**config.mk**
```make
export PLATFORM = sky130hd
export DESIGN_NAME = rotator_reg_flat
export DESIGN_NICKNAME = d
export VERILOG_FILES = /design/src/rtl/rotator_reg_if.sv /design/src/rtl/rotator_reg.sv /design/src/flat_wrapper.sv
export SDC_FILE = /design/constraint.sdc
export NUM_CORES = 1
export LEC_CHECK = 0
export ABC_CLOCK_PERIOD_IN_PS = 1900
export BUFFER_PORTS_ARGS = -buffer_cell sky130_fd_sc_hd__buf_4
export CAP_MARGIN = 20
export CORE_ASPECT_RATIO = 0.75
export CORE_MARGIN = 5
export CORE_UTILIZATION = 50
export DETAILED_ROUTE_END_ITERATION = 16
export GPL_TIMING_DRIVEN = 0
export PLACE_DENSITY = 0.85
export SYNTH_ARGS = -nofsm -noshare
export SYNTH_HDL_FRONTEND = slang
export SYNTH_SLANG_ARGS = --single-unit
```
**constraint.sdc**
```tcl
create_clock -name clock -period 1.9 [get_ports clock]
set_input_delay 0.095 -clock clock [delete_from_list [all_inputs] [get_ports clock]]
set_output_delay 0.095 -clock clock [all_outputs]
set_load 0.01 [all_outputs]
```
**src/rtl/rotator_reg_if.sv**
```systemverilog
// rotator_reg_if: control/data bundle for rotator_reg.
//   master : drives data_in, load, start, steps, dir, asr; observes q, busy, done
//   slave  : the register stage itself
// With ROTATOR_REG_SERIAL_OUT_EN defined the bundle also carries serial_out.
interface rotator_reg_if #(
  parameter int unsigned WIDTH  = 8,
  parameter int unsigned STEP_W = 4
);
  logic [WIDTH-1:0]  data_in;
  logic              load;
  logic              start;
  logic [STEP_W-1:0] steps;
  logic              dir;
  logic              asr;
  logic [WIDTH-1:0]  q;
  logic              busy;
  logic              done;
`ifdef ROTATOR_REG_SERIAL_OUT_EN
  logic              serial_out;

  modport master (output data_in, load, start, steps, dir, asr,
                  input  q, busy, done, serial_out);
  modport slave  (input  data_in, load, start, steps, dir, asr,
                  output q, busy, done, serial_out);
`else
  modport master (output data_in, load, start, steps, dir, asr,
                  input  q, busy, done);
  modport slave  (input  data_in, load, start, steps, dir, asr,
                  output q, busy, done);
`endif
endinterface

```
**src/rtl/rotator_reg.sv**
```systemverilog
// rotator_reg: WIDTH-bit register with parallel load and a programmed
// rotate-left / rotate-right / arithmetic-shift-right sequence, one step
// per clock, under a start/busy/done handshake.
//   clock   : rising-edge clock
//   reset_b : asynchronous active-low reset
//   bus     : rotator_reg_if.slave (data_in, load, start, steps, dir, asr
//             in; q, busy, done out)
// Optional: define ROTATOR_REG_SERIAL_OUT_EN to add bus.serial_out, the
// bit shifted out by the most recent step (cleared by a parallel load).
module rotator_reg #(
  parameter int unsigned WIDTH  = 8,
  parameter int unsigned STEP_W = 4
) (
  input  logic         clock,
  input  logic         reset_b,
  rotator_reg_if.slave bus
);

  typedef enum logic [1:0] {S_IDLE, S_RUN, S_DONE} state_t;

  state_t            state_q, state_d;
  logic [WIDTH-1:0]  q_q, q_d;
  logic [STEP_W-1:0] cnt_q, cnt_d;
  logic              dir_q, dir_d;
  logic              asr_q, asr_d;
  logic              busy_q, busy_d;
  logic              done_q, done_d;
  logic [WIDTH-1:0]  stepped;
`ifdef ROTATOR_REG_SERIAL_OUT_EN
  logic              ser_q, ser_d;
  logic              leaving;
`endif

  // State register
  always_ff @(posedge clock or negedge reset_b) begin
    if (!reset_b) begin
      state_q <= S_IDLE;
      q_q     <= '0;
      cnt_q   <= '0;
      dir_q   <= 1'b0;
      asr_q   <= 1'b0;
      busy_q  <= 1'b0;
      done_q  <= 1'b0;
`ifdef ROTATOR_REG_SERIAL_OUT_EN
      ser_q   <= 1'b0;
`endif
    end else begin
      state_q <= state_d;
      q_q     <= q_d;
      cnt_q   <= cnt_d;
      dir_q   <= dir_d;
      asr_q   <= asr_d;
      busy_q  <= busy_d;
      done_q  <= done_d;
`ifdef ROTATOR_REG_SERIAL_OUT_EN
      ser_q   <= ser_d;
`endif
    end
  end

  // One step of the captured operation
  always_comb begin
    if (!dir_q) begin
      stepped = {q_q[WIDTH-2:0], q_q[WIDTH-1]};
    end else begin
      stepped = {(asr_q ? q_q[WIDTH-1] : q_q[0]), q_q[WIDTH-1:1]};
    end
`ifdef ROTATOR_REG_SERIAL_OUT_EN
    leaving = dir_q ? q_q[0] : q_q[WIDTH-1];
`endif
  end

  // Next-state logic
  always_comb begin
    state_d = state_q;
    unique case (state_q)
      S_IDLE: begin
        if (!bus.load && bus.start) begin
          state_d = (bus.steps != '0) ? S_RUN : S_DONE;
        end
      end
      S_RUN: begin
        if (cnt_q == STEP_W'(1)) begin
          state_d = S_DONE;
        end
      end
      S_DONE:  state_d = S_IDLE;
      default: state_d = S_IDLE;
    endcase
  end

  // Datapath and handshake outputs; busy/done are registered from state_d
  // so they line up exactly with state_q.
  always_comb begin
    q_d   = q_q;
    cnt_d = cnt_q;
    dir_d = dir_q;
    asr_d = asr_q;
`ifdef ROTATOR_REG_SERIAL_OUT_EN
    ser_d = ser_q;
`endif
    unique case (state_q)
      S_IDLE: begin
        if (bus.load) begin
          q_d = bus.data_in;
`ifdef ROTATOR_REG_SERIAL_OUT_EN
          ser_d = 1'b0;
`endif
        end else if (bus.start) begin
          cnt_d = bus.steps;
          dir_d = bus.dir;
          asr_d = bus.asr;
        end
      end
      S_RUN: begin
        q_d   = stepped;
        cnt_d = cnt_q - STEP_W'(1);
`ifdef ROTATOR_REG_SERIAL_OUT_EN
        ser_d = leaving;
`endif
      end
      default: ;
    endcase
    busy_d = (state_d == S_RUN);
    done_d = (state_d == S_DONE);
  end

  assign bus.q    = q_q;
  assign bus.busy = busy_q;
  assign bus.done = done_q;
`ifdef ROTATOR_REG_SERIAL_OUT_EN
  assign bus.serial_out = ser_q;
`endif

endmodule

```
**src/flat_wrapper.sv**
```systemverilog
// flat-port wrapper written by rule: the top's interface ports become plain ports
module rotator_reg_flat 
#(
  parameter int unsigned WIDTH  = 8,
  parameter int unsigned STEP_W = 4
)
  (clock, reset_b, bus_data_in, bus_load, bus_start, bus_steps, bus_dir, bus_asr, bus_q, bus_busy, bus_done);
  rotator_reg_if #(.WIDTH(WIDTH), .STEP_W(STEP_W)) bus_i ();
  input  logic clock;
  input  logic reset_b;
  input wire logic [$bits(bus_i.data_in)-1:0] bus_data_in;
  input wire logic [$bits(bus_i.load)-1:0] bus_load;
  input wire logic [$bits(bus_i.start)-1:0] bus_start;
  input wire logic [$bits(bus_i.steps)-1:0] bus_steps;
  input wire logic [$bits(bus_i.dir)-1:0] bus_dir;
  input wire logic [$bits(bus_i.asr)-1:0] bus_asr;
  output wire logic [$bits(bus_i.q)-1:0] bus_q;
  output wire logic [$bits(bus_i.busy)-1:0] bus_busy;
  output wire logic [$bits(bus_i.done)-1:0] bus_done;
  assign bus_i.data_in = bus_data_in;
  assign bus_i.load = bus_load;
  assign bus_i.start = bus_start;
  assign bus_i.steps = bus_steps;
  assign bus_i.dir = bus_dir;
  assign bus_i.asr = bus_asr;
  assign bus_q = bus_i.q;
  assign bus_busy = bus_i.busy;
  assign bus_done = bus_i.done;
  rotator_reg #(.WIDTH(WIDTH), .STEP_W(STEP_W)) u_core (.clock(clock), .reset_b(reset_b), .bus(bus_i));
endmodule
```
=== After elaboration in Yosys (flattened, before gate mapping) ===
Cells that the tools add are included.

* $add $sub $neg: 1
* Eq/ne operators: 8
* Muxes and demuxes: 11
* Bitwise gates (word level): 1
* Reduce and logical (&&, ||, !) cells: 9

{| class="wikitable"
|+ Operators by type and width
! operator !! number
|-
| 8-bit two-way mux || 2
|-
| 8-bit case mux with 2 select lines || 1
|-
| 3-bit AND reduction || 3
|-
| 4-bit two-way mux || 2
|-
| 4-bit case mux with 2 select lines || 1
|-
| 2-bit two-way mux || 3
|-
| 2-bit inequality test, second input constant || 3
|-
| 2-bit by 1-bit == test with 1-bit output, second input constant || 2
|-
| 4-bit by 1-bit == test with 1-bit output, second input constant || 1
|-
| 2-bit case mux with 2 select lines || 1
|-
| 4-bit nonzero test || 1
|-
| 4-bit by 1-bit subtractor with 4-bit output, second input constant || 1
|-
| 3-bit inequality test, second input constant || 1
|-
| 2-bit == test, second input constant || 1
|-
| 2-bit logical NOT || 1
|-
| 2-bit AND reduction || 1
|-
| 2-bit nonzero test || 1
|-
| 1-bit logical AND || 1
|-
| 1-bit logical NOT || 1
|-
| 1-bit two-way mux || 1
|-
| 1-bit inverter || 1
|}

* Bits in registers: 18
* Input port bits: 18
* Output and inout port bits: 10
* Word-level logic and storage cells: 38

=== Depth between registers and ports, before layout ===
Gate-level depths: netlist (run 1).

* Depth in word-level cells: 5
* Gate-level depth with buffers: 5
* Gate-level depth less buffers: 5

=== Worst setup path before layout (run 1) ===
No wires, ideal clock.

* Path type: register -> register
* Start: register u_core.state_q[1]
* End: register u_core.asr_q
* Setup time: 125 ps
* Arrival: 1210 ps
* Path slack: 565 ps
* Stages on the path, launching flop included: 4
* Clock period less this slack: 1335 ps
* Cell sequence: dfrtp_1 > buf_6 > nor4b_4 > mux2_2

* Cells in the longest elaborated chain, start to end: 2

{| class="wikitable"
|+ Ends and longest elaborated chain
! what !! line !! RTL
|-
| start: declaration || rotator_reg.sv:21 || <nowiki>state_t state_q, state_d;</nowiki>
|-
| start signal: assignment || rotator_reg.sv:48 || <nowiki>state_q <= state_d;</nowiki>
|-
| 2-bit logical NOT || rotator_reg.sv:102 || <nowiki>unique case (state_q)</nowiki>
|-
| 3-bit AND reduction (no line) || -- ||
|-
| end signal: assignment || rotator_reg.sv:52 || <nowiki>asr_q <= asr_d;</nowiki>
|-
| end: declaration || rotator_reg.sv:25 || <nowiki>logic asr_q, asr_d;</nowiki>
|}

No other way between the ends.
A chain may end at the register's enable or synchronous reset.

=== Final worst setup path (run 1) ===
* Start: register u_core.state_q[1]
* End: register u_core.dir_q

* Cells in the longest elaborated chain, start to end: 2

{| class="wikitable"
|+ Ends and longest elaborated chain
! what !! line !! RTL
|-
| 2-bit logical NOT || rotator_reg.sv:102 ||
|-
| 3-bit AND reduction (no line) || -- ||
|-
| end signal: assignment || rotator_reg.sv:51 || <nowiki>dir_q <= dir_d;</nowiki>
|-
| end: declaration || rotator_reg.sv:24 || <nowiki>logic dir_q, dir_d;</nowiki>
|}

No other way between the ends.

==> impl_metrics.tcl, run 1 <==
set metrics [dict create \
    drt-pass1-iter-count 4 \
    fp.dieW_um 60.95 \
    cp-start-kind "register" \
    ant_nets 0 \
    switching_share 0.4053 \
    start_util 0.5441 \
    dp_cells 149 \
    port_buffers 27 \
    power.switching_mw 0.8220 \
    hp-class "in2reg" \
    r2r_end "u_core.dir_q$_DFFE_PN0P_" \
    whs_endpoint "u_core.asr_q$_DFFE_PN0P_" \
    combPwrFrac 0.528 \
    wl_per_cell_um 15.10 \
    nets 153 \
    p_seq_frac 0.354 \
    tns_ns 0 \
    grt_max_degree 19 \
    finalHoldViolations 0 \
    drive_above_1_share 0.2955 \
    cts_tree "yes" \
    cts_setup_buffers 0 \
    dp_hpwl_um 1758 \
    path_class "reg2reg" \
    grt_pass1_vias 835 \
    leakage_nw 0.5827 \
    rr_startpoint "u_core.state_q[1]$_DFF_PN0_" \
    cts_resized 0 \
    synth_cell_types 24 \
    syn_area_um2 973.4 \
    postCtsHoldBufs 1 \
    crit_path_end_kind "register" \
    synth_area_per_cell_um2 9.734 \
    clock-root-buffer "clkbuf_4" \
    cts_made_buffers 3 \
    syn_nets 120 \
    drc_errors 0 \
    tightest_slew_ns 0.5538 \
    insertion_delay_ns 0.30 \
    hold_path_depth 2 \
    clock_sinks 18 \
    min_from "bus_asr" \
    core_area_um2 1789 \
    grt_antenna_before_repair 0 \
    finalCritPeriodShare 0.7743 \
    power_density_nw_per_um2 1623 \
    io_pins 28 \
    relSlewSlack 0.6294 \
    routed_via_density 5.675 \
    crit_required_ns 2.09 \
    crit_arrival_ns 1.66 \
    finalPower_mw 2.028 \
    clk_path_buf_depth 2 \
    clk_pin_slew_ns 0.10 \
    ys_seq_elements 18 \
    place.gp.congestion 0.8184 \
    setup_viol 0 \
    grt_pass1_wl_um 3801 \
    overflow 0 \
    ys_seq_area_frac 0.4627 \
    fin_cells 154 \
    outcome "completed" \
    peakVddDrop_v 0.001020 \
    r2r_slack_ns 0.43 \
    power_frac_clock 0.117 \
    drt_iter0_drc 33 \
    hold_slack_ns 0.02454 \
    die_h_um 48.21 \
    skew_ns 0.004628 \
    drv_cap 0 \
    period_needed_ns 1.471 \
    dieArea_um2 2938 \
    vias 874 \
    rows 13 \
    grt.total_usage 0.1809 \
    critPathMaxFanout 9 \
    h-tree-depth 1 \
    intPower_mw 1.206 \
    drv_slew 0 \
    clock.fmax_mhz 679.7 \
    wl_um 2325 \
    diodes 0 \
    rr_worst_depth 3 \
    yosys_warnings 0 \
    syn2layout_area_growth_pct 28.41 \
    postSynthCellCount 100 \
    rsz0062_at_grt "false" \
]
==> layout by cell type, fill, tap and decap left out, types with 5 or more instances in the layout <==
cell type	instances
buf_4	27
dfrtp_1	18
nor2_1	18
nand2_1	5
o22a_1	8
a21oi_1	13
mux2i_1	7
==> Yosys cell counts <==
cell | number | area, um^2
nor4b_4 | 1 | 23.77
a211oi_1 | 1 | 7.510
o21bai_2 | 1 | 11.26
nand3_1 | 1 | 5.000
a21oi_1 | 13 | 65.06
inv_1 | 3 | 11.26
buf_2 | 3 | 15.01
o21ai_0 | 3 | 15.01
o22a_1 | 8 | 70.07
a31oi_1 | 1 | 6.260
buf_6 | 1 | 11.26
ha_1 | 2 | 25.02
dfrtp_1 | 18 | 450.4
mux2_2 | 2 | 22.52
nand2_1 | 5 | 18.77
a32oi_1 | 2 | 17.52
nor2b_1 | 2 | 12.51
nand2b_1 | 3 | 18.77
nor3_1 | 2 | 10.01
nor2_1 | 18 | 67.56
nor4_1 | 1 | 6.260
clkbuf_1 | 1 | 3.750
mux2i_1 | 7 | 70.07
a2bb2oi_1 | 1 | 8.760
==> per-layer routing <==
metal | global-route usage | up-vias | part of all wire
met5 | 0 | - | 0
li1 | - | 423 | -
met3 | 0.03968 | 2 | 0.062
met2 | 0.2878 | 29 | 0.47
met1 | 0.2488 | 420 | 0.45
met4 | 0.06061 | 0 | 0.0099
==> sequential cells by signal (all words and copies together), names as in the netlist <==
register,flops
u_core.state_q,2
u_core.bus.busy,1
u_core.asr_q,1
u_core.dir_q,1
u_core.bus.done,1
u_core.cnt_q,4
u_core.bus.q,8
==> critical path, cell delays in order, from the launching register on <==
cell and delay (ns):
dfrtp_1 0.39, buf_6 0.14, nor4b_4 0.44, mux2_2 0.39
==> logic make-up (layout without fill, tap and decap cells) <==
logic type / Yosys count / in the layout / synth area share
flops: 18 / 18 / 0.4627
simple gates: 33 / 33 / 0.1671
mux: 9 / 9 / 0.09512
compound gates: 30 / 30 / 0.2069
buf+inv: 8 / 40 / 0.04241
fa+ha+maj: 2 / 2 / 0.02570
==> metrics by stage <==
stage | setup slack (ns) | instance area (um^2) | util
finish | 0.4288 | 1250 | 0.6986
global route | 0.3576 | 1250 | 0.6986
CTS | 0.4113 | 1250 | 0.6986
detailed placement | 0.4229 | 1204 | 0.6727
global placement | 0.4503 | 1204 | 0.6727
floorplan | 0.5654 | 973.4 | -
==> cell type report <==
type / instances / area (um^2)
timing repair buffer: 28 / 212.7
multi-input combinational: 74 / 481.7
tap: 22 / 27.53
buffer: 5 / 30.03
clock buffer: 4 / 36.28
fill: 144 / 539.3
inverter: 3 / 11.26
sequential: 18 / 450.4
==> how the worst max path moves through the flow <==
stage,cells after the start,to,from,slack (ns)
finish,3,u_core.dir_q$_DFFE_PN0P_,u_core.state_q[1]$_DFF_PN0_,0.43
global route,3,u_core.dir_q$_DFFE_PN0P_,u_core.state_q[0]$_DFF_PN0_,0.36
CTS,3,u_core.dir_q$_DFFE_PN0P_,u_core.state_q[1]$_DFF_PN0_,0.41
detailed placement,3,u_core.dir_q$_DFFE_PN0P_,u_core.state_q[1]$_DFF_PN0_,0.42
global placement,3,u_core.asr_q$_DFFE_PN0P_,u_core.state_q[1]$_DFF_PN0_,0.45
floorplan,3,u_core.asr_q$_DFFE_PN0P_,u_core.state_q[1]$_DFF_PN0_,0.57
==> power by group through the flow <==
stage	logic (mW)	clock network (mW)	registers [mW]
floorplan	0.690	0	0.731
global placement	1.02	0	0.716
detailed placement	1.07	0	0.721
CTS	1.07	0.242	0.713
global route	1.20	0.258	0.741
finish	1.07	0.238	0.719
Note: power is estimated with default switching activity, not from simulation.
==> inputs of run 2 (changes only) <==
- ABC_CLOCK_PERIOD_IN_PS: 1900 -> 1500
- clock period: 1.9 -> 1.5 ns (I/O delays scaled with it)
==> impl_metrics.tcl, run 2 (synthesis gave the netlist of run 1 again) <==
set metrics [dict create \
    io_pins 28 \
    multiInputGateArea_um2 481.7 \
    insertion_delay_ns 0.30 \
    fill_cells 143 \
    cts_made_buffers 3 \
    skew_ns 0.003268 \
    rr_worst_depth 4 \
    grt_max_degree 19 \
    die_h_um 48.21 \
    syn2layout_area_growth_pct 30.21 \
    peakVddDrop_v 0.001280 \
    wl_per_cell_um 14.92 \
    period_needed_ns 1.451 \
    h-tree-depth 1 \
    ant_nets 0 \
    cts_resized 0 \
    power_density_nw_per_um2 2031 \
    largest_reg_flops 8 \
    leakage_nw 0.5922 \
    grt.total_usage 0.1809 \
    path_buf_inv 2 \
    crit_required_ns 1.69 \
    seq_area_um2 450.4 \
    min_from "bus_steps[2]" \
    clk_pin_slew_ns 0.10 \
    dieArea_um2 2938 \
    worst_slack_ns 0.04881 \
    crit_arrival_ns 1.64 \
    rsz0062_at_grt "false" \
    critPathSlowestCell "dfrtp_1" \
    clock_sinks 18 \
    whs_endpoint "u_core.cnt_q[2]$_DFFE_PN0P_" \
    tightest_slew_ns 0.5436 \
    r2r_slack_ns 0.05 \
    dp_hpwl_um 1758 \
    layout_commonest_cell "buf_4" \
    grt_pass1_wl_um 3801 \
    r2r_end "u_core.dir_q$_DFFE_PN0P_" \
    vias 871 \
    drc_errors 0 \
    finalPower_mw 2.574 \
    drt-pass1-iter-count 4 \
    clock-root-buffer "clkbuf_4" \
    start_util 0.5441 \
    core_area_um2 1789 \
    final_cell_mix "28 x buf_4, 18 x nor2_1, 18 x dfrtp_1" \
    outcome "completed" \
    clock.fmax_mhz 689.1 \
    clk_path_buf_depth 2 \
    rr_startpoint "u_core.state_q[0]$_DFF_PN0_" \
    drv_slew 0 \
    post-route-util 0.7084 \
    routed_via_density 5.583 \
    diodes 0 \
    place.gp.congestion 0.8184 \
    relSlewSlack 0.6363 \
    fp.dieW_um 60.95 \
    grt_antenna_before_repair 0 \
    drv_cap 0 \
    slowest_delay_ns 0.37 \
    drive_above_1_share 0.2985 \
    nets 155 \
    dp_slack_ns 0.02289 \
    hp-class "in2reg" \
    path_class "reg2reg" \
    wl_um 2327 \
    finalCritPeriodShare 0.9675 \
    finalHoldViolations 0 \
    critPathMaxFanout 10 \
    cts_tree "yes" \
    crit_path_cell_trace "buf_2 -> nor4b_4 -> buf_4 -> mux2_2" \
    overflow 0 \
    hold_slack_ns 0.007541 \
    cp-start-kind "register" \
    path_delay_family "flip-flops" \
    tns_ns 0 \
    port_buffers 27 \
    grt_pass1_vias 835 \
    rows 13 \
    drt_iter0_drc 36 \
    hold_path_depth 3 \
    setup_viol 0 \
    crit_path_end_kind "register" \
]
run 2: cell type report:
cell class                      count  area share
Multi-Input combinational cell     74      0.3801
Tap cell                           22     0.02172
Sequential cell                    18      0.3554
Clock buffer                        4     0.02863
Inverter                            3    0.008884
Timing Repair Buffer               30      0.1816
Buffer                              5     0.02369
run 2: routing by layer:
metal,GRT usage,share of wire,vias to the layer above
li1,-,-,424
met1,0.2488,0.45,410
met2,0.2878,0.47,35
met3,0.03968,0.071,2
met4,0.06061,0.0099,0
met5,0,0,-
run 2: worst max path at each step:
stage / startpoint / endpoint / slack [ns] / cells after the start
final: u_core.state_q[0]$_DFF_PN0_ / u_core.dir_q$_DFFE_PN0P_ / 0.05 / 4
after floorplan: u_core.state_q[1]$_DFF_PN0_ / u_core.asr_q$_DFFE_PN0P_ / 0.17 / 3
after CTS: u_core.state_q[1]$_DFF_PN0_ / u_core.dir_q$_DFFE_PN0P_ / 0.01 / 3
after detailed placement: u_core.state_q[1]$_DFF_PN0_ / u_core.dir_q$_DFFE_PN0P_ / 0.02 / 3
after global placement: u_core.state_q[1]$_DFF_PN0_ / u_core.asr_q$_DFFE_PN0P_ / 0.05 / 3
after global routing: u_core.state_q[0]$_DFF_PN0_ / u_core.bus.q[7]$_DFFE_PN0P_ / 0.002 / 5
run 2: through the flow:
step / instances / cell area [um^2]
CTS: 154 / 1250
finish: 156 / 1267
floorplan: 100 / 973.4
detailed placement: 149 / 1204
global route: 156 / 1267
global placement: 149 / 1204
run 2: repair_timing:
| action | 4_1_cts | 5_1_grt |
|---|---|---|
| hold buffers | 1 | 1 |
| hold endpoints to repair | 18 | 1 |
| endpoints found under the setup margin | 0 | 2 |
| setup buffers | 0 | 1 |
run 2: where the power goes:
group	internal [mW]	switching, mW
combinational	0.675	0.686
sequential	0.714	0.198
clock	0.148	0.153
total	1.54	1.04
run 2: worst reg2reg max path, stage by stage (launching register included):
cell and delay [ns]:
dfrtp_1 0.37, buf_2 0.18, nor4b_4 0.27, buf_4 0.19
mux2_2 0.34
==> inputs of run 3 (changes only) <==
- PLACE_DENSITY: 0.85 -> not set
- PLACE_DENSITY_LB_ADDON: not set -> 0.05
==> impl_metrics.tcl, run 3 (synthesis gave the netlist of run 1 again) <==
set metrics [dict create \
    outcome "completed" \
    leakage_nw 0.6012 \
    clk_path_buf_depth 2 \
    insertion_delay_ns 0.29 \
    wl_met1_um 1058 \
    place.gp.congestion 0.8220 \
    relSlewSlack 0.7157 \
    core_area_um2 1789 \
    setup_viol 0 \
    io_pins 28 \
    grt_antenna_before_repair 0 \
    grt.total_usage 0.1712 \
    layout_commonest_cell "buf_4" \
    crit_start "u_core.state_q[1]$_DFF_PN0_" \
    dr_wl_met2_um 987 \
    port_buffers 27 \
    fp.dieW_um 60.95 \
    wl_met3_um 188 \
    largest_reg_flops 8 \
    period_needed_ns 1.390 \
    tns_ns 0 \
    cp-start-kind "register" \
    clock.fmax_mhz 719.2 \
    die_h_um 48.21 \
    dp_cells 149 \
    drive_above_1_share 0.3015 \
    hold_slack_ns 0.08071 \
    rows 13 \
    drt-pass1-iter-count 4 \
    final_cell_mix "28 x buf_4, 18 x dfrtp_1, 17 x nor2_1" \
    clk_pin_slew_ns 0.10 \
    ant_nets 0 \
    drv_slew 0 \
    dieArea_um2 2938 \
    drt_iter0_drc 23 \
    path_class "reg2reg" \
    placed_cell_area_um2 1204 \
    dp_slack_ns 0.05373 \
    fill_cells 147 \
    tightest_slew_ns 0.4264 \
    overflow 0 \
    rr_startpoint "u_core.state_q[1]$_DFF_PN0_" \
    vias 847 \
    diodes 0 \
    h-tree-depth 1 \
    syn2layout_area_growth_pct 32.52 \
    critPathMaxFanout 9 \
    clock_sinks 18 \
    crit_arrival_ns 1.57 \
    drv_cap 0 \
    grt_max_degree 19 \
    hp-class "in2reg" \
    start_util 0.5441 \
    wl_um 2246 \
    min_from "bus_steps[1]" \
    crit_required_ns 1.68 \
    routed.top_layer "met4" \
    power_density_nw_per_um2 1969 \
    routed_via_density 5.361 \
    rsz0062_at_grt "false" \
    fin_cells 158 \
    worst_slack_ns 0.1096 \
    grt_pass1_vias 794 \
    grt_pass1_wl_um 3622 \
    crit_path_end_kind "register" \
    peakVddDrop_v 0.001126 \
    dp_hpwl_um 1673 \
    clock-root-buffer "clkbuf_4" \
    cts_tree "yes" \
    skew_ns 0.005033 \
    post-route-util 0.7210 \
    fin_area_um2 1290 \
    drc_errors 0 \
    wl_per_cell_um 14.22 \
    finalPower_mw 2.540 \
    finalCritPeriodShare 0.9269 \
    cts_made_buffers 3 \
    finalHoldViolations 0 \
    nets 157 \
]
run 3: changes by cell type in the layout (fill, tap and decap cells not counted):
cell | before | now
dlygate4sd3_1 | 2 | 4
nor2_2 | 0 | 1
nor2_1 | 18 | 17
run 3: final timing paths:
path                       slack (ns)                     endpoint  cells after the start
hold reg to reg                  0.56     u_core.asr_q$_DFFE_PN0P_                      1
setup / recovery                 0.11     u_core.asr_q$_DFFE_PN0P_                      4
hold / removal                   0.08  u_core.cnt_q[1]$_DFFE_PN0P_                      3
min in group asynchronous        0.17  u_core.cnt_q[2]$_DFFE_PN0P_                      2
max in group asynchronous        1.13  u_core.cnt_q[1]$_DFFE_PN0P_                      2
setup reg to reg                 0.11     u_core.asr_q$_DFFE_PN0P_                      4
run 3: area by class of cell:
type,instances,area (um^2),share of cell area
buffer,5,30.03,0.02328
multi-input combinational,74,484.2,0.3754
timing repair buffer,32,250.2,0.1940
sequential,18,450.4,0.3492
tap,22,27.53,0.02134
inverter,3,11.26,0.008729
clock buffer,4,36.28,0.02813
run 3: layer usage:
| metal | global-route usage | up-vias |
|---|---|---|
| li1 | - | 428 |
| met3 | 0.05820 | 2 |
| met5 | 0 | - |
| met1 | 0.2300 | 388 |
| met2 | 0.2751 | 29 |
| met4 | 0.03030 | 0 |
run 3: repair_timing:
action                                  4_1_cts  5_1_grt
gates resized for setup                       0        1
endpoints found under the setup margin        0        3
endpoints found under the hold margin        18        3
hold buffers                                  1        3
setup buffers                                 0        1
run 3: power by group:
group / switching [mW] / internal, mW
registers: 0.195 / 0.714
logic: 0.664 / 0.671
clock network: 0.147 / 0.148
total: 1.01 / 1.53
run 3: critical path, stage by stage, from the launching register on:
cell     delay (ns)
dfrtp_1        0.39
buf_6          0.14
nor4b_4        0.24
buf_4          0.18
mux2_2         0.33
